### src/rtl/serial_frame_tx.sv
// serial_frame_tx: parallel-to-serial frame transmitter.
// Words are accepted over a valid/ready handshake into a small FIFO and are
// shifted out MSB-first as back-to-back W-bit frames. When the FIFO is empty,
// an all-zero idle frame is sent instead, so the frame grid never slips.
// The downstream detector counts frames from the same reset and relies on this.
module serial_frame_tx #(
  parameter int W     = 3,
  parameter int DEPTH = 4
) (
  input  logic                     clk,
  input  logic                     reset,
  input  logic [W-1:0]             data_in,
  input  logic                     data_valid,
  output logic                     data_ready,
  output logic                     Dout,
  output logic                     frame_start,
  output logic [$clog2(DEPTH):0]   level,
  output logic [7:0]               ones_frames
);

  localparam int AW = $clog2(DEPTH);
  localparam int LW = AW + 1;
  localparam int BW = (W > 1) ? $clog2(W) : 1;

  logic [W-1:0]  r_mem [DEPTH];
  logic [AW-1:0] r_wptr;
  logic [AW-1:0] r_rptr;
  logic [LW-1:0] r_level;
  logic [W-1:0]  r_shreg;
  logic [BW-1:0] r_bidx;
  logic [7:0]    r_ones;

  logic          w_full;
  logic          w_empty;
  logic          w_push;
  logic          w_boundary;
  logic          w_pop;
  logic [W-1:0]  w_head;

  assign w_full     = (r_level == LW'(DEPTH));
  assign w_empty    = (r_level == '0);
  assign w_push     = data_valid && !w_full;
  assign w_boundary = (r_bidx == BW'(W - 1));
  // The pop decision uses the occupancy before this edge. A word pushed on a
  // boundary edge into an empty FIFO therefore waits for the next boundary.
  assign w_pop      = w_boundary && !w_empty;
  assign w_head     = r_mem[r_rptr];

  // FIFO storage: written on every accepted push.
  // NOTE: the storage array has no reset. Its contents are only read when
  // r_level says they are valid, so clearing it would only cost flops.
  always_ff @(posedge clk) begin
    if (w_push) begin
      r_mem[r_wptr] <= data_in;
    end
  end

  // FIFO bookkeeping: pointers wrap modulo DEPTH, level tracks push minus pop.
  // NOTE: every sequential block uses non-blocking assignments, so the whole
  // design samples the pre-edge values consistently regardless of block order.
  always_ff @(posedge clk or negedge reset) begin
    if (!reset) begin
      r_wptr  <= '0;
      r_rptr  <= '0;
      r_level <= '0;
    end else begin
      if (w_push) begin
        r_wptr <= r_wptr + AW'(1);
      end
      if (w_pop) begin
        r_rptr <= r_rptr + AW'(1);
      end
      case ({w_push, w_pop})
        2'b10:   r_level <= r_level + LW'(1);
        2'b01:   r_level <= r_level - LW'(1);
        default: r_level <= r_level;
      endcase
    end
  end

  // Bit stepping: shift within a frame, and load the next word or an idle
  // frame on the boundary. Count real all-ones frames as they are loaded.
  always_ff @(posedge clk or negedge reset) begin
    if (!reset) begin
      r_shreg <= '0;
      r_bidx  <= '0;
      r_ones  <= '0;
    end else if (w_boundary) begin
      r_bidx <= '0;
      if (w_pop) begin
        r_shreg <= w_head;
        if ((&w_head) && (r_ones != 8'hFF)) begin
          r_ones <= r_ones + 8'd1;
        end
      end else begin
        r_shreg <= '0;
      end
    end else begin
      r_shreg <= {r_shreg[W-2:0], 1'b0};
      r_bidx  <= r_bidx + BW'(1);
    end
  end

  assign Dout        = r_shreg[W-1];
  assign frame_start = (r_bidx == '0);
  assign data_ready  = !w_full;
  assign level       = r_level;
  assign ones_frames = r_ones;

endmodule
### config.mk
export PLATFORM = sky130hd
export DESIGN_NAME = serial_frame_tx
export DESIGN_NICKNAME = d
export VERILOG_FILES = /design/src/rtl/serial_frame_tx.sv
export SDC_FILE = /design/constraint.sdc
export NUM_CORES = 1
export LEC_CHECK = 0
export BUFFER_PORTS_ARGS = -buffer_cell sky130_fd_sc_hd__buf_4
export CELL_PAD_IN_SITES_DETAIL_PLACEMENT = 1
export CELL_PAD_IN_SITES_GLOBAL_PLACEMENT = 1
export CORE_UTILIZATION = 41
export CTS_CLUSTER_SIZE = 24
export DETAILED_ROUTE_END_ITERATION = 6
export PLACE_DENSITY_LB_ADDON = 0.1
export REMOVE_ABC_BUFFERS = 1
export SYNTH_ARGS = -nofsm -noshare
export SYNTH_HDL_FRONTEND = slang
export SYNTH_SLANG_ARGS = --single-unit
### constraint.sdc
create_clock -name clk -period 1.9 [get_ports clk]
set_input_delay 0.38 -clock clk [delete_from_list [all_inputs] [get_ports clk]]
set_output_delay 0.38 -clock clk [all_outputs]
set_load 0.02 [all_outputs]
==> load_flow_metrics.sql <==
INSERT INTO impl_metrics (metric_group, metric, value, unit) VALUES
('status', 'status', 'complete, no violations', ''),
('grt', 'antenna_found_initial', '0', ''),
('synth', 'synth_fa_ha_area_share', '6.59', '%'),
('hold_path', 'hold_removal_path_class', 'in2reg', ''),
('grt', 'grt_util_all_layers', '16.3', '%'),
('synth', 'syn-mean-instance-area', '14.4', 'µm²'),
('synth', 'ys_ff_latch', '32', ''),
('clocking', 'cts_max_path_buffers', '2', ''),
('synth', 'synth_simple_gate_area_share', '12.8', '%'),
('placed_design', 'place.port_buffers', '19', ''),
('layout', 'syn_to_final_growth', '27.8', '%'),
('power', 'ir_worst_vdd', '648', 'µV'),
('layout', 'finalCoreUtilization', '54.9', '%'),
('synth', 'mappedNetlistArea', '1440', 'µm²'),
('clocking', 'worst_setup_hold_path_clk_slew', '100', 'ps'),
('die', 'ioPinCount', '20', ''),
('die', 'placement_rows', '21', ''),
('synth', 'synth_compound_gate_area_share', '3.03', '%'),
('layout', 'drive_above_1_share', '43.9', '%'),
('power', 'power_density', '1380', 'nW/µm²'),
('detailed_routing', 'ant_nets', '0', ''),
('setup_path', 'worstPathArrival', '2050', 'ps'),
('die', 'initial_core_util', '42.9', '%'),
('power', 'design_power_total', '2550', 'µW'),
('layout', 'finish.net_count', '151', ''),
('timing', 'rsz_0062_raised_after_global_routing', 'no', ''),
('grt', 'grt_pass1_vias', '893', ''),
('setup_path', 'worst-setup-path-type', 'reg2reg', ''),
('setup_path', 'worstPathMaxFanout', '3', ''),
('setup_path', 'reg2reg_depth', '8', ''),
('timing', 'hold-worst-slack', '251', 'ps'),
('setup_path', 'worst-endpoint-required', '2110', 'ps'),
('placed_design', 'detailedPlacementHpwl', '1920', 'µm'),
('setup_path', 'cp-end-kind', 'flip-flop', ''),
('die', 'fp.dieArea', '3760', 'µm²'),
('power', 'power.leakage', '0.000831', 'µW'),
('placed_design', 'placed_cells_incl_taps', '171', ''),
('die', 'die_width', '61.3', 'µm'),
('grt', 'grt_pass1_wl', '4250', 'µm'),
('timing', 'clock_skew', '11.7', 'ps'),
('clocking', 'cts_buffers', '5', ''),
('clocking', 'insertion_delay', '330', 'ps'),
('grt', 'maximum_number_of_pins_on_one_net_before_global_route_repair', '21', ''),
('placed_design', 'globalplace.congestion', '0.706', ''),
('timing', 'achievable-frequency', '546', 'MHz'),
('synth', 'synthesis.yosys.warnings', '0', ''),
('clocking', 'h-tree-depth', '2', ''),
('layout', 'fillCellCount', '365', ''),
('timing', 'final.period_utilization', '96.5', '%'),
('synth', 'synth_xor_xnor_area_share', '7.89', '%'),
('layout', 'antenna_cells', '0', ''),
('layout', 'final_cell_count_no_fill', '185', ''),
('die', 'fp.coreArea', '3360', 'µm²'),
('timing', 'timing.final.crit_period', '1830', 'ps'),
('flow_run', 'cap_viol_max_count', '0', ''),
('detailed_routing', 'detail_route.iter0.violations', '20', ''),
('detailed_routing', 'drt_first_pass_iters', '4', ''),
('setup_path', 'timing.critical_path.from_type', 'flip-flop', ''),
('detailed_routing', 'route.final.wire_length', '2610', 'µm'),
('timing', 'slew_headroom', '78.1', '%'),
('timing', 'slew_of_the_pin_with_the_lowest_slew_margin', '328', 'ps'),
('clocking', 'cts_root_buffer', 'sky130_fd_sc_hd__clkbuf_4', ''),
('detailed_routing', 'detail_route.vias_per_cell', '4.87', ''),
('detailed_routing', 'post_drt_wl_per_cell', '14.1', 'µm'),
('synth', 'yosys-mux-area-fraction', '7.19', '%'),
('synth', 'main_combinational_cell_family_by_area_after_synthesis', 'simple AND/OR/NAND/NOR gates', ''),
('detailed_routing', 'num_vias', '901', ''),
('clocking', 'cts_tree', 'done', ''),
('synth', 'post_synthesis_instance_total', '100', ''),
('detailed_routing', 'post-route-drc-count', '0', ''),
('grt', 'sum_of_overflow_across_all_layers_after_global_routing', '0', ''),
('synth', 'synth_cell_type_count', '28', ''),
('synth', 'synth_seq_area_share', '59.6', '%'),
('timing', 'hold_viol', '0', ''),
('timing', 'finalSetupViolations', '0', ''),
('hold_path', 'hold-path-cell-count', '1', ''),
('clocking', 'cts_num_sinks', '32', ''),
('die', 'dieHeight', '61.3', 'µm'),
('timing', 'maxSlewViolCount', '0', '');
kinds of logic after synthesis:
group                    after synthesis
XOR/XNOR                              13
flip-flops                            32
multiplexers                           6
AO/OA/AOI/OAI                          3
adder cells (fa/ha/maj)                7
AND/OR/NAND/NOR                       30
buffers and inverters                  9
flip-flops by register name (all words and copies together) (netlist names):
signal and flops:
r_mem 12, ones_frames 8, level 3, r_shreg 3, r_bidx 2, r_rptr 2, r_wptr 2
power breakdown:
part / internal [µW] / switching (µW)
combinational: 498 / 475
sequential: 905 / 176
clock: 276 / 223
synth_stat cells:
master,instances,area [µm²]
sky130_fd_sc_hd__dfrtp_1,20,500
sky130_fd_sc_hd__edfxtp_1,12,360
sky130_fd_sc_hd__xor2_1,10,87.6
sky130_fd_sc_hd__inv_1,7,26.3
sky130_fd_sc_hd__ha_1,6,75.1
sky130_fd_sc_hd__nand3_1,6,30.0
sky130_fd_sc_hd__and3_1,5,31.3
sky130_fd_sc_hd__mux4_2,3,67.6
sky130_fd_sc_hd__nor3_1,3,15.0
sky130_fd_sc_hd__nor4_2,3,37.5
sky130_fd_sc_hd__xnor2_1,3,26.3
sky130_fd_sc_hd__a22o_1,2,17.5
sky130_fd_sc_hd__and2_1,2,12.5
sky130_fd_sc_hd__nand2_1,2,7.51
sky130_fd_sc_hd__nor2_1,2,7.51
sky130_fd_sc_hd__nor2b_1,2,12.5
sky130_fd_sc_hd__buf_6,1,11.3
sky130_fd_sc_hd__clkbuf_1,1,3.75
sky130_fd_sc_hd__fa_1,1,20.0
sky130_fd_sc_hd__mux2_2,1,11.3
sky130_fd_sc_hd__mux2_4,1,15.0
sky130_fd_sc_hd__mux2i_1,1,10.0
sky130_fd_sc_hd__nand2_2,1,6.26
sky130_fd_sc_hd__nand2b_1,1,6.26
sky130_fd_sc_hd__nand4_1,1,6.26
sky130_fd_sc_hd__nor2_2,1,6.26
sky130_fd_sc_hd__o2111ai_4,1,26.3
sky130_fd_sc_hd__or3_1,1,6.26
worst paths after layout:
check | from | endpoint | slack, ps
min reg2reg | r_shreg[1] | r_shreg[2] | 480
min in group asynchronous | reset | r_rptr[1] | 450
max reg2reg | level[1] | level[2] | 70
min | data_in[1] | r_mem[0][1] | 250
max in group asynchronous | reset | level[2] | 1230
max | level[1] | level[2] | 70
per-layer routing:
| layer | GRT usage, % | part of all wire, % |
|---|---|---|
| met1 | 22.3 | 46 |
| met2 | 23.8 | 48 |
| met3 | 5.67 | 4.1 |
| met4 | 6.67 | 1.8 |
| met5 | 0 | 0 |
critical path, stage by stage (launching register included):
cell                      delay (ps)
sky130_fd_sc_hd__dfrtp_1         410
sky130_fd_sc_hd__or3_4           400
sky130_fd_sc_hd__and2_4          160
sky130_fd_sc_hd__ha_4            150
sky130_fd_sc_hd__inv_2            50
sky130_fd_sc_hd__fa_2            190
sky130_fd_sc_hd__xor2_1          150
sky130_fd_sc_hd__nor2_1           60
sky130_fd_sc_hd__xor2_1          150
through the flow:
step	cell area, µm²	TNS, ps	setup slack [ps]
6_report	1850	0	66.9
5_1_grt	1850	0	0.918
4_1_cts	1800	0	5.13
3_5_place_dp	1690	-60.6	-60.6
3_3_place_gp	1690	-1.60	-1.60
2_1_floorplan	1430	-455	-317
cell usage in the layout (no fill, tap or decap), types with 3 or more instances in the layout:
master,Yosys,routed
sky130_fd_sc_hd__nand3_1,6,5
sky130_fd_sc_hd__inv_1,7,3
sky130_fd_sc_hd__xor2_1,10,10
sky130_fd_sc_hd__clkbuf_4,0,5
sky130_fd_sc_hd__inv_2,0,4
sky130_fd_sc_hd__xnor2_1,3,3
sky130_fd_sc_hd__ha_1,6,5
sky130_fd_sc_hd__nor4_2,3,3
sky130_fd_sc_hd__mux4_2,3,3
sky130_fd_sc_hd__edfxtp_1,12,12
sky130_fd_sc_hd__buf_4,0,32
sky130_fd_sc_hd__nor3_1,3,3
sky130_fd_sc_hd__and3_1,5,5
sky130_fd_sc_hd__dfrtp_1,20,20
area by class of cell:
class	count	area [µm²]	area share, %
Clock buffer	6	41.3	2.24
Multi-Input combinational cell	59	574	31.1
Inverter	7	26.3	1.42
Tap cell	46	57.6	3.12
Sequential cell	32	861	46.6
Clock inverter	2	35.0	1.90
Timing Repair Buffer	33	250	13.6
what timing repair did:
item                                   4_1_cts  5_1_grt
resized for setup                            5        7
setup endpoints to repair                    1        2
hold buffers                                 1        0
buffers inserted                             2        3
pin swaps                                    2        6
endpoints found under the hold margin       20        0
(Power assumes the default switching activity.)
